### config.mk
export PLATFORM = sky130hd
export DESIGN_NAME = tcs3200_emulator
export DESIGN_NICKNAME = d
export VERILOG_FILES = /design/src/rtl/tcs3200_pkg.sv /design/src/rtl/tcs3200_period_sel.sv /design/src/rtl/tcs3200_emulator.sv
export SDC_FILE = /design/constraint.sdc
export NUM_CORES = 1
export LEC_CHECK = 0
export ABC_AREA = 1
export BUFFER_PORTS_ARGS = -buffer_cell sky130_fd_sc_hd__buf_4
export CAP_MARGIN = 20
export CORE_ASPECT_RATIO = 2
export CORE_MARGIN = 10
export CORE_UTILIZATION = 64
export DETAILED_ROUTE_END_ITERATION = 8
export PLACE_DENSITY = 0.85
export SETUP_SLACK_MARGIN = 0.05
export SYNTH_ARGS = -nofsm -noshare
export SYNTH_HDL_FRONTEND = slang
export SYNTH_SLANG_ARGS = --single-unit
### constraint.sdc
create_clock -name clk_1MHz -period 13.7 [get_ports clk_1MHz]
set_input_delay 0.685 -clock clk_1MHz [delete_from_list [all_inputs] [get_ports clk_1MHz]]
set_output_delay 0.685 -clock clk_1MHz [all_outputs]
set_load 0.02 [all_outputs]
### src/rtl/tcs3200_pkg.sv
// Shared encodings for the TCS3200 filter/scale interface and the emulator FSM.
// The colour-detector FSM imports the same filter constants.
package tcs3200_pkg;

  // S2S3 filter select
  localparam logic [1:0] FILT_RED   = 2'd0;
  localparam logic [1:0] FILT_BLUE  = 2'd1;
  localparam logic [1:0] FILT_CLEAR = 2'd2;
  localparam logic [1:0] FILT_GREEN = 2'd3;

  // S0S1 frequency scale select
  localparam logic [1:0] SCALE_OFF    = 2'd0;
  localparam logic [1:0] SCALE_2PCT   = 2'd1;
  localparam logic [1:0] SCALE_20PCT  = 2'd2;
  localparam logic [1:0] SCALE_100PCT = 2'd3;

  // Period multipliers: a lower output scale means a longer period
  localparam int         MULT_W      = 6;
  localparam logic [5:0] MULT_2PCT   = 6'd50;
  localparam logic [5:0] MULT_20PCT  = 6'd5;
  localparam logic [5:0] MULT_100PCT = 6'd1;

  // Emulator FSM state encodings
  typedef logic [1:0] state_t;
  localparam state_t ST_OFF    = 2'd0;
  localparam state_t ST_SETTLE = 2'd1;
  localparam state_t ST_HIGH   = 2'd2;
  localparam state_t ST_LOW    = 2'd3;

  function automatic logic [MULT_W-1:0] scale_mult(input logic [1:0] scale);
    logic [MULT_W-1:0] m;
    m = '0;
    case (scale)
      SCALE_2PCT:   m = MULT_2PCT;
      SCALE_20PCT:  m = MULT_20PCT;
      SCALE_100PCT: m = MULT_100PCT;
      default:      m = '0;
    endcase
    return m;
  endfunction

endpackage

### src/rtl/tcs3200_period_sel.sv
// Effective half-period H: selects the channel's base half-period and applies
// the scale multiplier at full width so the product never truncates.
module tcs3200_period_sel
  import tcs3200_pkg::*;
#(
  parameter int PERIOD_W = 8
) (
  input  logic [1:0]               filter,
  input  logic [1:0]               scale,
  input  logic [PERIOD_W-1:0]      red_half,
  input  logic [PERIOD_W-1:0]      green_half,
  input  logic [PERIOD_W-1:0]      blue_half,
  input  logic [PERIOD_W-1:0]      clear_half,
  output logic [PERIOD_W+MULT_W-1:0] half_period
);

  localparam int HW = PERIOD_W + MULT_W;

  logic [PERIOD_W-1:0] base;

  always_comb begin
    // NOTE: a default before the case keeps this block free of inferred latches.
    base = '0;
    case (filter)
      FILT_RED:   base = red_half;
      FILT_BLUE:  base = blue_half;
      FILT_CLEAR: base = clear_half;
      FILT_GREEN: base = green_half;
      default:    base = '0;
    endcase
  end

  assign half_period = HW'(base) * HW'(scale_mult(scale));

endmodule

### src/rtl/tcs3200_emulator.sv
// Behavioural TCS3200 responder: decodes filter/scale selects and drives a
// 50 % duty square wave on cs_out, with a settling dead time after each change.
module tcs3200_emulator
  import tcs3200_pkg::*;
#(
  parameter int PERIOD_W      = 8,
  parameter int SETTLE_CYCLES = 20
) (
  input  logic                clk_1MHz,
  input  logic                rst,
  input  logic [1:0]          filter,
  input  logic [1:0]          scale,
  input  logic [PERIOD_W-1:0] red_half,
  input  logic [PERIOD_W-1:0] green_half,
  input  logic [PERIOD_W-1:0] blue_half,
  input  logic [PERIOD_W-1:0] clear_half,
  output logic                cs_out,
  output logic                settling,
  output logic [15:0]         pulse_cnt
);

  localparam int                CNT_W       = PERIOD_W + MULT_W;
  localparam logic [CNT_W-1:0]  SETTLE_INIT = CNT_W'(SETTLE_CYCLES - 1);
  localparam logic [CNT_W-1:0]  ONE         = CNT_W'(1);

  state_t           state, state_d;
  logic [1:0]       filt_q, filt_d;
  logic [1:0]       scale_q, scale_d;
  logic [CNT_W-1:0] cnt, cnt_d;
  logic [CNT_W-1:0] h;

  // H follows the captured selects; half inputs are only consumed at phase boundaries
  tcs3200_period_sel #(.PERIOD_W(PERIOD_W)) u_period_sel (
    .filter      (filt_q),
    .scale       (scale_q),
    .red_half    (red_half),
    .green_half  (green_half),
    .blue_half   (blue_half),
    .clear_half  (clear_half),
    .half_period (h)
  );

  always_comb begin
    state_d = state;
    cnt_d   = cnt;
    filt_d  = filt_q;
    scale_d = scale_q;
    if (scale == SCALE_OFF) begin
      state_d = ST_OFF;
      scale_d = SCALE_OFF;
    end else if (state == ST_OFF || filter != filt_q || scale != scale_q) begin
      state_d = ST_SETTLE;
      filt_d  = filter;
      scale_d = scale;
      cnt_d   = SETTLE_INIT;
    end else begin
      case (state)
        ST_SETTLE, ST_LOW: begin
          if (cnt != '0) begin
            cnt_d = cnt - ONE;
          end else if (h != '0) begin
            state_d = ST_HIGH;
            cnt_d   = h - ONE;
          end else begin
            state_d = ST_LOW;
            cnt_d   = '0;
          end
        end
        ST_HIGH: begin
          if (cnt != '0) begin
            cnt_d = cnt - ONE;
          end else begin
            state_d = ST_LOW;
            // H dropping to zero mid-stream parks in LOW instead of underflowing
            cnt_d   = (h != '0) ? h - ONE : '0;
          end
        end
        default: state_d = ST_OFF;
      endcase
    end
  end

  always_ff @(posedge clk_1MHz or posedge rst) begin
    if (rst) begin
      state     <= ST_OFF;
      filt_q    <= FILT_RED;
      scale_q   <= SCALE_OFF;
      cnt       <= '0;
      cs_out    <= 1'b0;
      settling  <= 1'b0;
      pulse_cnt <= '0;
    end else begin
      // NOTE: non-blocking assignments so every register samples pre-edge values.
      state    <= state_d;
      filt_q   <= filt_d;
      scale_q  <= scale_d;
      cnt      <= cnt_d;
      cs_out   <= (state_d == ST_HIGH);
      settling <= (state_d == ST_SETTLE);
      if (state_d == ST_HIGH && state != ST_HIGH)
        pulse_cnt <= pulse_cnt + 16'd1;
    end
  end

endmodule

==> results of run 1 <==
-- power by group --
part	total [W]	switching (W)	internal (W)
Sequential	0.000116	0.00000225	0.000114
Combinational	0.000233	0.000148	0.0000847
Clock	0.000132	0.0000464	0.0000852
Total	0.000481	0.000197	0.000284
-- critical path, delay by kind of cell (launching register included) --
kind	cells	cell delay [ns]
buffers and inverters	3	0.33
DFF	1	0.50
adders and majority gates	4	1.84
and+or+nand+nor	18	2.17
AOI/OAI and AO/OA	2	0.27
-- path summary, 6_finish.rpt --
check                          start       endpoint  slack, ns  depth (start not counted)
setup / recovery           filt_q[0]  pulse_cnt[12]       8.46                         27
hold / removal                   rst        cnt[10]       0.51                          3
setup reg to reg           filt_q[0]  pulse_cnt[12]       8.46                         27
hold reg to reg              cnt[13]        cnt[13]       0.51                          2
max in group asynchronous        rst   pulse_cnt[1]      12.84                          3
min in group clk_1MHz        cnt[13]        cnt[13]       0.51                          2
-- cell usage in the layout (no fill, tap or decap), types with 7 or more instances in the layout --
| cell type | n |
|---|---|
| sky130_fd_sc_hd__ha_1 | 34 |
| sky130_fd_sc_hd__nand2_1 | 153 |
| sky130_fd_sc_hd__xor2_1 | 22 |
| sky130_fd_sc_hd__nand4_1 | 21 |
| sky130_fd_sc_hd__xnor2_1 | 13 |
| sky130_fd_sc_hd__nor2_4 | 7 |
| sky130_fd_sc_hd__a221oi_1 | 7 |
| sky130_fd_sc_hd__buf_4 | 56 |
| sky130_fd_sc_hd__inv_1 | 90 |
| sky130_fd_sc_hd__fa_1 | 16 |
| sky130_fd_sc_hd__nand3_1 | 34 |
| sky130_fd_sc_hd__o21ai_0 | 15 |
| sky130_fd_sc_hd__nand2_2 | 22 |
| sky130_fd_sc_hd__dfrtp_1 | 38 |
| sky130_fd_sc_hd__nor2_1 | 63 |
| sky130_fd_sc_hd__a21oi_1 | 10 |
-- metrics by stage --
| step | total power [W] | utilization |
|---|---|---|
| final | 0.000481 | 0.748 |
| after global routing | 0.000518 | 0.748 |
| after CTS | 0.000482 | 0.748 |
| after detailed placement | 0.000349 | 0.723 |
| after global placement | 0.000341 | 0.723 |
| after floorplan | 0.000300 | - |
-- Yosys cell counts, drive strengths merged, types with 4 or more instances --
cell,number
nor2,75
dfrtp,38
nand3b,5
or2,4
inv,94
ha,34
a21oi,12
clkbuf,5
buf,6
fa,16
a221oi,7
nand2,177
o21ai,18
nand4,21
nand3,38
xor2,22
xnor2,13
nor3,6
-- per-layer routing --
metal  wire length (um)  share of wire  GRT usage
met5                  0              0          0
met4                668          0.059      0.134
met1               3670           0.32      0.182
met3                262          0.023     0.0253
met2               6770           0.60      0.462
-- kinds of logic after synthesis --
kind of cell             share of synthesized area
AND/OR/NAND/NOR                              0.364
AO/OA/AOI/OAI                               0.0668
adder cells (fa/ha/maj)                      0.174
buffers and inverters                        0.102
flip-flops                                   0.222
XOR/XNOR                                    0.0714
-- state kept, by name, summed over array words and instances (netlist names) --
name	count
cs_out	1
state	2
cnt	14
settling	1
filt_q	2
pulse_cnt	16
scale_q	2
-- final cells by class --
type	count	area [sq um]
Multi-Input combinational cell	461	2900
Fill cell	549	1650
Sequential cell	38	951
Timing Repair Buffer	56	420
Inverter	96	365
Clock buffer	5	125
Tap cell	88	110
Clock inverter	3	40.0
==> results.txt, run 1 <==
The net count after synthesis came out at 694. The number of placed cells counting well taps came out at 739. In this run the worst hold path is classified as primary input to async pin. The highest achievable clock rate is 0.191 GHz.

The number of flops mapped to enable cells by yosys is 0. The number of buffers inserted during clock tree synthesis came out at 5. The sum of net half-perimeters after detailed placement came out at 9.29 mm. The overall die height came out at 136 um. The most used flip-flop cell after synthesis is sky130_fd_sc_hd__dfrtp_1. In this run the clock root is driven by a sky130_fd_sc_hd__clkbuf_16.

The final hold violation count is 0. The largest net degree at the start of global routing is 39. Of the cells placed in the final design, the portion with a size suffix greater than 1 is 0.175.

The average size of a mapped cell is 7.08 sq um. The number of library cell types mapped by synthesis came out at 45. The transition time at the pin with the least slew margin is 1.06 ns. The cell with the largest stage delay on the worst path is sky130_fd_sc_hd__fa_1. The number of setup buffers added after CTS came out at 0.

After synthesis, the share of flip-flops with an asynchronous set or reset is 1.00. The starting utilization of the core area is 0.653. The total of warnings raised by yosys is 0. The highest ir drop seen on vdd came out at 96.7 uV.

The maximum cell stage delay along the critical path came out at 0.55 ns. The detail-routed via count per cell is 5.53. The required time of the worst setup path came out at 13.87 ns. The run finished with clean final reports. The number of nets with antenna violations after routing is 0. The number of DRC violations after detailed-routing iteration 0 came out at 203. The worst slew slack as a fraction of its limit came out at 0.291. The synthesized instance count came out at 606. The number of clock sinks came out at 38. The static power due to leakage is 2.63 nW.

The final hold slack is 0.507 ns. The final setup slack of the worst path is 8.46 ns. The average wire per cell in the routed design is 15.2 um. The highest net fanout along the worst path is 19. The design area is 4910 sq um.

Across the run, the number of max-cap violations was 0. The first global-routing pass estimated 19.1 mm of wire. The placeable core region is 6570 sq um. Setup violations remaining at the end of the flow were counted as 0.

Data on the critical path arrives at its endpoint at 5.41 ns. The cell area power density is 97.8 nW/um^2. The routed layout has 4,130 vias. The final layout contains routed wiring with a total length of 11.4 mm. The final RePlAce weighted congestion came out at 0.907. The number of synthesized register bits is 38.

The finished layout holds 747 standard cells, fillers aside. The worst setup path is of the flip-flop to flip-flop kind. The cell area that synthesis handed to floorplanning was 4290 sq um.

Summed over all instances, the cell type with the most area after synthesis is sky130_fd_sc_hd__dfrtp_1. Setup repair after global routing left no endpoint under its margin. STA classifies the critical path endpoint as a flip-flop.

The share of the Yosys chip area taken by registers is 0.222. The area added between synthesis and finish is 14.5%. The number of buffer cells added on primary ports is 55. The number of max-slew violations in the final report was 0. The worst setup path is launched from a flip-flop. Once the clock tree was built, the resizer swapped 0 gates to a different size.

The number of core rows came out at 42. Clock-pin slew was measured on the worst setup and hold paths at 0.06 ns. Clock skew on the completed layout was measured at 0.00445 ns.

The die covers 10,600 sq um. The maximum level of the CTS H-tree came out at 2. The die extent in x is 77.9 um.

The detailed-routing iteration count for the pre-antenna-repair pass came out at 4. The final critical path time including I/O delays and setup came out at 5.24 ns. The count of boundary I/O pins is 56. The final-stage net count is 746.

The number of hold buffers added after cts is 0. The total cell area at the placement stage came out at 4750 sq um. The number of antenna violations at the first check in global routing came out at 0.

The placement-stage worst setup slack came out at 8.37 ns. The top-area cell type share of the netlist area came out at 0.222. The combined global-route utilization of all metal layers is 0.221. The setup TNS after final layout came out at 0 ns. The final routed DRC violation total is 0. The clock latency on the worst-skew pair came out at 0.29 ns.

In this design, the critical path's most frequently occurring cell is sky130_fd_sc_hd__nand2_1. After synthesis, the cell types taking the most area are sky130_fd_sc_hd__dfrtp_1, sky130_fd_sc_hd__nand2_1, sky130_fd_sc_hd__ha_1. The via count of the first global-routing pass is 4,264. The final global-route overflow total came out at 0. The ratio of final minimum period to clock period came out at 0.383. The CTS tree is yes. Counting along the longest clock path gives a buffer depth of 2. The number of antenna cells inserted came out at 0.
Power figures use the tool's default switching activity.
==> run 2: changes to the inputs <==
- ABC_AREA: 1 -> 0
- CORE_UTILIZATION: 64 -> 53
- PLACE_DENSITY: 0.85 -> 0.76
- clock period: 13.7 -> 4.7 ns (I/O delays scaled with it)
==> run 2 against run 1 <==
The flow now finishes with violations (negative setup slack). Core utilization increased by 1.4 points. Register-to-register slack got worse by 8.8 ns. Clock-buffer cell count increased by 1. Routed wire length increased by 3.6%. Sequential share of layout area decreased by 2.0 points. Critical path depth decreased by 8. Maximum frequency increased by 3.0%. Clock skew increased by 0.0036 ns. Critical path type unchanged. Critical endpoint is now cnt[2]. Largest cell class unchanged. Largest power group unchanged.
==> results.txt, run 2 <==
The flow ran to the end, but the final reports show violations. The checks that failed: negative setup slack. The largest clock skew in the final design came out at 0.00809 ns (+0.00364 ns). The largest registers in the layout are pulse_cnt (16), cnt (14). The complex-gate fraction of the synthesized area is 0.162 (+0.0951). Sorting the synthesized cells by how often they occur yields sky130_fd_sc_hd__inv_1, sky130_fd_sc_hd__dfrtp_1, sky130_fd_sc_hd__ha_1.

The number of antenna violations at the first check in global routing was 0 (unchanged). The maximum buffer depth of the clock tree came out at 2 (unchanged). The worst slew slack as a fraction of its limit came out at 0.350 (+0.0588). The number of flops mapped to enable cells by yosys came out at 0 (unchanged). In the post-synthesis netlist, the cell with the most instances is sky130_fd_sc_hd__inv_1. The final RePlAce weighted congestion is 0.915 (+0.82%). The placeable core region came out at 7210 sq um (+9.8%). The most repeated library cell on the critical path is sky130_fd_sc_hd__fa_1. The number of hold buffers added after cts is 0 (unchanged). The number of vias after detailed routing came out at 3,638 (-12%). The average wire per cell in the routed design is 18.4 um (+21%). The async set or reset register ratio after synthesis is 1.00 (unchanged). The number of buffers inserted during clock tree synthesis is 5 (unchanged). The fraction of power consumed by sequential logic came out at 0.231 (-0.011). sky130_fd_sc_hd__dfrtp_1 takes more of the synthesized area than any other cell. The total routed wirelength is 11.8 mm (+3.6%). The highest ir drop seen on vdd is 263 uV (+170%). The multiplexer fraction of the synthesized cell area is 0.0531 (+0.0531). Setup repair after global routing could not meet its margin everywhere. The required time of the worst setup path came out at 4.88 ns (-8.99 ns).

The die outline area was 11,400 sq um (+7.5%). By area, the combinational part of the netlist is dominated by simple AND/OR/NAND/NOR gates. The fraction of final layout cells with drive strength greater than 1 came out at 0.410 (+0.235). The highest net fanout along the worst path is 7 (-12). The root buffer cell chosen for the clock tree is sky130_fd_sc_hd__clkbuf_16. The part of the total power dissipated in the clock network came out at 0.272 (-0.002). The highest achievable clock rate came out at 0.197 GHz (+3.0%).

The number of clock sinks came to 38 (unchanged). The leading cell type in the layout, fill and taps excluded is sky130_fd_sc_hd__buf_4. The number of DRC violations after detailed-routing iteration 0 is 132 (-35%).

The largest net degree at the start of global routing came out at 39 (unchanged). The detailed-routing iteration count for the pre-antenna-repair pass came to 4 (unchanged). The largest register by flop count is pulse_cnt. The cell area power density is 267 nW/um^2 (+170%). The die extent in x is 80.6 um (+3.4%). The sum of net half-perimeters after detailed placement is 9.04 mm (-2.7%). The CTS tree is yes. The final critical path time including I/O delays and setup is 5.09 ns (-0.152 ns). The library cells used most frequently in the layout, excluding fill and tap cells, are sky130_fd_sc_hd__buf_4, sky130_fd_sc_hd__inv_1, sky130_fd_sc_hd__dfrtp_1. The net count after synthesis is 516 (-26%). The synthesized instance count is 428 (-29%). The worst path buffer plus inverter count came out at 5 (+2).

The maximum cell stage delay along the critical path is 0.50 ns (-0.05 ns). The critical path goes through buf_6 -> mux4_2 -> and2_1 -> fa_1 -> inv_1 -> fa_1 -> fa_1 -> inv_1 -> ha_4 -> nand2_1 -> o31ai_2 -> buf_4 -> xor2_1 -> a2111oi_4 -> buf_4 -> nand4_4 -> nor2_4 -> o31ai_2 -> a22o_1. The worst path arrival time is 5.27 ns (-0.14 ns). After synthesis, the cell types taking the most area are sky130_fd_sc_hd__dfrtp_1, sky130_fd_sc_hd__ha_1, sky130_fd_sc_hd__fa_1. The kind of cell with the highest combined delay on the critical path is adder cells.

The number of buffer cells added on primary ports came out at 55 (unchanged). The combinational group share of total power came out at 0.497 (+0.012). The area taken by multi-input logic gates is 3100 sq um (+6.6%). The number of antenna cells inserted was 0 (unchanged).

The total area of sequential cells was 952 sq um (+0.13%). The number of library cell types mapped by synthesis is 62 (+38%). The final-stage net count was 635 (-15%). The area fraction in and, or, nand and nor cells after synthesis is 0.202 (-0.162). The number of filler instances in the final layout is 480 (-13%). The number of nets with antenna violations after routing came out at 0 (unchanged). The overall die height is 141 um (+3.9%). The transition time at the pin with the least slew margin is 0.972 ns (-0.0879 ns). The combined global-route utilization of all metal layers is 0.205 (-0.0156). The first-pass GRT wire length is 18.5 mm (-3.3%). The static power due to leakage is 2.66 nW (+0.99%).

The total cell area at the placement stage came out at 4840 sq um (+2.0%). The internal power was 0.000950 W (+230%). The sequential element share of the synthesized area was 0.245 (+0.0230). Compared with the post-synthesis result, the final layout area differs by 41.3%.

The setup TNS after final layout is -9.85 ns (-9.85 ns). The total of warnings raised by yosys came out at 0 (unchanged). The maximum level of the CTS H-tree is 2 (unchanged).

The starting utilization of the core area is 0.539 (-0.114). The average size of a mapped cell is 9.09 sq um (+28%). The count of max-cap constraint violations is 0 (unchanged). The final setup slack of the worst path came out at -0.389 ns (-8.85 ns). The register clock-pin slew on the reported worst setup and hold paths is 0.06 ns (about the same). The placement-stage worst setup slack is -0.500 ns (-8.87 ns).

The detail-routed via count per cell came out at 5.69 (+3.0%). The cell area after technology mapping is 3890 sq um (-9.4%). The kind of path behind the tightest hold check is primary input to async pin. The count of boundary I/O pins was 56 (unchanged). The via count of the first global-routing pass came out at 4,015 (-5.8%). The final hold violation count is 0 (unchanged). The top-area cell type share of the netlist area came to 0.245 (+0.0230).

The fraction of power spent switching nets came out at 0.353 (-0.0566). STA classifies the critical path endpoint as a flip-flop. The XOR/XNOR share of the synthesized area came out at 0.0853 (+0.0138). The final number of setup-violating endpoints is 32 (+32). The final routed DRC violation total came out at 0 (unchanged).

The post-layout utilization of the core is 0.762 (+0.0140). The cell with the largest stage delay on the worst path is sky130_fd_sc_hd__fa_1. The number of synthesized register bits came out at 38 (unchanged). The design area came out at 5500 sq um (+12%). The clock latency on the worst-skew pair came out at 0.29 ns (about the same).

The ratio of final minimum period to clock period came out at 1.08 (+0.700). The post-synthesis share of cell area spent on full adders, half adders and majority gates came out at 0.192 (+0.0180). The worst setup path is launched from a flip-flop.

The net switching power figure was 0.000519 W (+160%). The worst setup path is of the flip-flop to flip-flop kind. The number of core rows is 44 (+4.8%).

The final global-route overflow total came to 0 (unchanged). The flip-flop count of the largest register after layout came out at 16 (unchanged). The flip-flop cell with the highest count after synthesis is sky130_fd_sc_hd__dfrtp_1. The number of max-slew violations in the final report came out at 0 (unchanged).
## run 2: changes by cell type after synthesis, moves of 7 or more
cell / change
sky130_fd_sc_hd__a221oi_1: -7
sky130_fd_sc_hd__nand2b_1: +9
sky130_fd_sc_hd__nand2_1: -122
sky130_fd_sc_hd__nor2_1: -30
sky130_fd_sc_hd__a21oi_1: +8
sky130_fd_sc_hd__mux4_2: +8
sky130_fd_sc_hd__nand2_2: -21
sky130_fd_sc_hd__nand3_1: -27
sky130_fd_sc_hd__nand4_1: -20
sky130_fd_sc_hd__and2_1: +19
sky130_fd_sc_hd__inv_1: -40
## run 2: area by class of cell
type / instances / area share
clock inverters: 1 / 0.00546
well taps: 92 / 0.0209
repair buffers: 124 / 0.178
flip-flops and latches: 38 / 0.173
clock buffers: 6 / 0.0253
multi-input cells: 328 / 0.563
inverters: 50 / 0.0341
## run 2: cell families (layout without fill, tap and decap cells)
family | Yosys count | count (layout)
xor+xnor | 37 | 37
flops | 38 | 38
compound gates | 88 | 88
mux | 10 | 10
simple gates | 143 | 143
buf+inv | 62 | 181
fa+ha+maj | 50 | 50
## run 2: repair_timing
| item | 4_1_cts | 5_1_grt |
|---|---|---|
| hold endpoints to repair | 0 | 0 |
| pin swaps | 15 | 38 |
| setup buffers | 3 | 13 |
| setup endpoints to repair | 32 | 32 |
| resized for setup | 31 | 50 |
## run 2: tightest hold or removal path: cells and delay by family
family / cells / cell delay [ns]
buffers and inverters: 3 / 0.57
## run 2: worst paths after layout
check / from / end / slack, ns / cells past startpoint
worst max-delay path: filt_q[1] / cnt[2] / -0.39 / 19
worst min-delay path: rst / cnt[0] / 0.06 / 3
worst max register to register: filt_q[1] / cnt[2] / -0.39 / 19
worst min register to register: cnt[12] / cnt[12] / 0.47 / 2
max in group asynchronous: rst / filt_q[1] / 4.28 / 3
min in group clk_1MHz: scale[1] / scale_q[1] / 0.08 / 1
## run 2: per-stage QoR
step / std cells / total power, W / hold slack (ns)
after floorplan: 428 / 0.000743 / 0.333
after global routing: 639 / 0.00156 / 0.0864
after detailed placement: 617 / 0.000979 / 0.381
after global placement: 617 / 0.000966 / 0.378
final: 639 / 0.00147 / 0.0631
after CTS: 627 / 0.00140 / 0.0720
## run 2: layer usage
| layer | up-vias | global-route usage | wire length (um) |
|---|---|---|---|
| li1 | 1722 | - | - |
| met1 | 1780 | 0.175 | 3770 |
| met2 | 96 | 0.411 | 7110 |
| met3 | 40 | 0.0255 | 292 |
| met4 | 0 | 0.124 | 606 |
| met5 | - | 0 | 0 |
## run 2: power by group through the flow
stage	combinational [W]	sequential [W]	clock (W)
2_1_floorplan	0.000403	0.000339	0
3_3_place_gp	0.000622	0.000344	0
3_5_place_dp	0.000634	0.000344	0
4_1_cts	0.000653	0.000339	0.000404
5_1_grt	0.000804	0.000340	0.000411
6_report	0.000730	0.000339	0.000400
==> run 3: changes to the inputs <==
- CORE_MARGIN: 10 -> 4
==> run 3 against run 2 <==
The flow still finishes with violations (negative setup slack). Clock power barely moved. Core utilization fell by 0.87 points. Non-clock buffer count fell by 8. Sequential power barely moved. Die area fell by 22%. Cell count fell by 1.1%. Combinational power fell by 3.8%. Worst hold slack got worse by 0.0071 ns.
==> results.txt, run 3 (synthesis results as in run 2) <==
The final routed DRC violation total is 0 (unchanged). The fraction of power spent switching nets came to 0.362 (+0.00907). The register clock-pin slew on the reported worst setup and hold paths came out at 0.06 ns (about the same).

The static power due to leakage came to 2.61 nW (-1.9%). By startpoint and endpoint, the worst setup path is classified as flip-flop to flip-flop. The largest clock skew in the final design is 0.0115 ns (+0.00343 ns). The power after layout came to 0.00144 W (-1.8%). The startpoint type of the worst setup path is a flip-flop. The end of the worst register-to-register path is pulse_cnt[10]. The largest registers in the layout are pulse_cnt (16), cnt (14). The net switching power figure is 0.000523 W (+0.77%). The number of DRC violations after detailed-routing iteration 0 came out at 129 (-2.3%). Setup repair after global routing could not meet its margin everywhere.

The maximum level of the CTS H-tree is 2 (unchanged). The run finished, with violations left. STA classifies the critical path endpoint as a flip-flop. The met1 track demand over resource in global routing is 0.229 (+0.0540). The number of nets with antenna violations after routing was 0 (unchanged).

The via count of the first global-routing pass is 4,000 (-0.37%). The number of placed cells counting well taps is 611 (-0.97%). The number of antenna cells inserted came to 0 (unchanged). The clock latency on the worst-skew pair came out at 0.30 ns (about the same). The starting utilization of the core area is 0.539 (unchanged). The final global-route overflow total is 0 (unchanged). The top cell types in the final layout, fill and taps aside, are sky130_fd_sc_hd__buf_4, sky130_fd_sc_hd__inv_1, sky130_fd_sc_hd__dfrtp_1. The die outline area came out at 8860 sq um (-22%).

The final critical path time including I/O delays and setup is 5.00 ns (-0.0860 ns). The ratio of final minimum period to clock period is 1.06 (-0.0183). The count of boundary I/O pins came out at 56 (unchanged). The number of cell instances on the worst register-to-register path was 20 (+1). The largest register by flop count is pulse_cnt. The detail-routed via count per cell was 5.67 (-0.48%). The cell area power density came out at 265 nW/um^2 (-0.62%). The final RePlAce weighted congestion is 0.902 (-1.4%).

The most utilized layer in the global route result is met2. The startpoint identified for the worst register-to-register timing path is filt_q[1]. The detailed-routing iteration count for the pre-antenna-repair pass is 4 (unchanged). The part of the total power dissipated in the clock network came out at 0.279 (+0.007). The final hold violation count is 0 (unchanged). The final-stage net count is 627 (-1.3%). The fraction of final layout cells with drive strength greater than 1 came out at 0.391 (-0.0188). The combinational group share of total power came to 0.486 (-0.011). The highest achievable clock rate came to 0.200 GHz (+1.7%). The checks that failed: negative setup slack. The final number of setup-violating endpoints came to 32 (unchanged).

The final setup slack of the worst path is -0.303 ns (+0.0860 ns). The leading cell type in the layout, fill and taps excluded is sky130_fd_sc_hd__buf_4. The total routed wirelength is 11.3 mm (-4.0%). The maximum buffer depth of the clock tree is 2 (unchanged).

The sum of net half-perimeters after detailed placement is 8.54 mm (-5.6%). The highest ir drop seen on vdd is 267 uV (+1.4%). The average wire per cell in the routed design came out at 17.9 um (-2.9%).

The combined global-route utilization of all metal layers is 0.265 (+0.0602). TritonCTS built the clock tree. The number of max-slew violations in the final report came out at 0 (unchanged). The first-pass GRT wire length came to 17.5 mm (-5.0%). The worst slew slack as a fraction of its limit is 0.295 (-0.0547). The overall die height came to 129 um (-8.5%).

The internal power came out at 0.000920 W (-3.1%). The worst path arrival time is 5.21 ns (-0.06 ns). The number of buffers inserted during clock tree synthesis is 5 (unchanged).

The number of hold buffers added after cts is 0 (unchanged). The die extent in x is 68.6 um (-15%). The highest net fanout along the worst path is 7 (unchanged). The global routing met2 resource utilization came out at 0.535 (+0.125). The number of antenna violations at the first check in global routing came out at 0 (unchanged). The slack of the worst reg-to-reg path was -0.30 ns (+0.09 ns). The number of core rows came to 44 (unchanged). The largest net degree at the start of global routing is 39 (unchanged).

The global routing met3 resource utilization came out at 0.0286 (+0.00314). The number of buffer cells added on primary ports came out at 55 (unchanged). The area added between synthesis and finish is 39.7%.

The placeable core region came to 7210 sq um (unchanged). The transition time at the pin with the least slew margin is 1.05 ns (+0.0817 ns). The tightest min-delay check is of the primary input to async pin type. The count of max-cap constraint violations is 0 (unchanged). The required time of the worst setup path came to 4.91 ns (+0.03 ns). The fraction of power consumed by sequential logic came to 0.235 (+0.004). The flip-flop count of the largest register after layout is 16 (unchanged). The clock root buffer master is sky130_fd_sc_hd__clkbuf_16. The number of clock sinks is 38 (unchanged). The non-filler instance count after layout is 632 (-1.1%). The number of vias after detailed routing is 3,581 (-1.6%).
run 3: through the flow:
stage                     worst slack (ns)  cell area, sq um   util  hold slack, ns  TNS [ns]
after global placement              -0.336              4800  0.666           0.378     -7.47
after global routing                -0.490              5430  0.753          0.0794    -12.33
after floorplan                    -0.0964              3970      -           0.333    -0.162
after detailed placement            -0.471              4800  0.666           0.380    -10.97
after CTS                           -0.320              5190  0.719          0.0686     -8.30
final                               -0.303              5430  0.753          0.0560     -6.80
run 3: layer usage:
layer / vias up / wire length, um
met2: 102 / 6860
li1: 1702 / -
met5: - / 0
met3: 43 / 299
met1: 1734 / 3630
met4: 0 / 534
run 3: what timing repair did:
item | 4_1_cts | 5_1_grt
gates resized for setup | 37 | 41
pin swaps | 25 | 27
setup buffers | 8 | 6
setup endpoints to repair | 32 | 32
gates cloned | 0 | 0
run 3: area by class of cell:
type	instances	area, sq um
clock buffers	5	125
clock inverters	3	45.0
fillers	499	1780
inverters	50	188
multi-input cells	328	3080
flip-flops and latches	38	952
well taps	92	115
repair buffers	116	925
run 3: power groups by stage:
stage               logic, W  clock network (W)  registers, W
floorplan           0.000403                  0      0.000339
global placement    0.000598                  0      0.000344
detailed placement  0.000612                  0      0.000344
CTS                 0.000640           0.000404      0.000339
global route        0.000773           0.000419      0.000340
finish              0.000702           0.000402      0.000339
run 3: how the worst max path moves through the flow:
stage | startpoint | to | slack, ns | depth (start not counted)
after floorplan | filt_q[1] | pulse_cnt[1] | -0.1 | 16
after global placement | filt_q[1] | pulse_cnt[11] | -0.34 | 16
after detailed placement | filt_q[1] | pulse_cnt[7] | -0.47 | 16
after CTS | filt_q[1] | pulse_cnt[15] | -0.32 | 17
after global routing | filt_q[1] | cnt[10] | -0.49 | 17
final | filt_q[1] | pulse_cnt[10] | -0.30 | 20
run 3: worst max-delay path: stages, from the launching register on:
cell	delay (ns)
sky130_fd_sc_hd__dfrtp_2	0.46
sky130_fd_sc_hd__mux4_2	0.56
sky130_fd_sc_hd__and2_4	0.19
sky130_fd_sc_hd__fa_1	0.52
sky130_fd_sc_hd__inv_1	0.05
sky130_fd_sc_hd__fa_1	0.45
sky130_fd_sc_hd__fa_1	0.51
sky130_fd_sc_hd__inv_2	0.05
sky130_fd_sc_hd__ha_4	0.28
sky130_fd_sc_hd__o211ai_1	0.14
sky130_fd_sc_hd__a21o_1	0.24
sky130_fd_sc_hd__buf_6	0.14
sky130_fd_sc_hd__a21oi_2	0.14
sky130_fd_sc_hd__o221ai_2	0.15
sky130_fd_sc_hd__nand2b_4	0.18
sky130_fd_sc_hd__buf_8	0.14
sky130_fd_sc_hd__buf_4	0.13
sky130_fd_sc_hd__o21ai_2	0.15
sky130_fd_sc_hd__buf_6	0.18
sky130_fd_sc_hd__nand2b_4	0.14
sky130_fd_sc_hd__xnor2_2	0.11
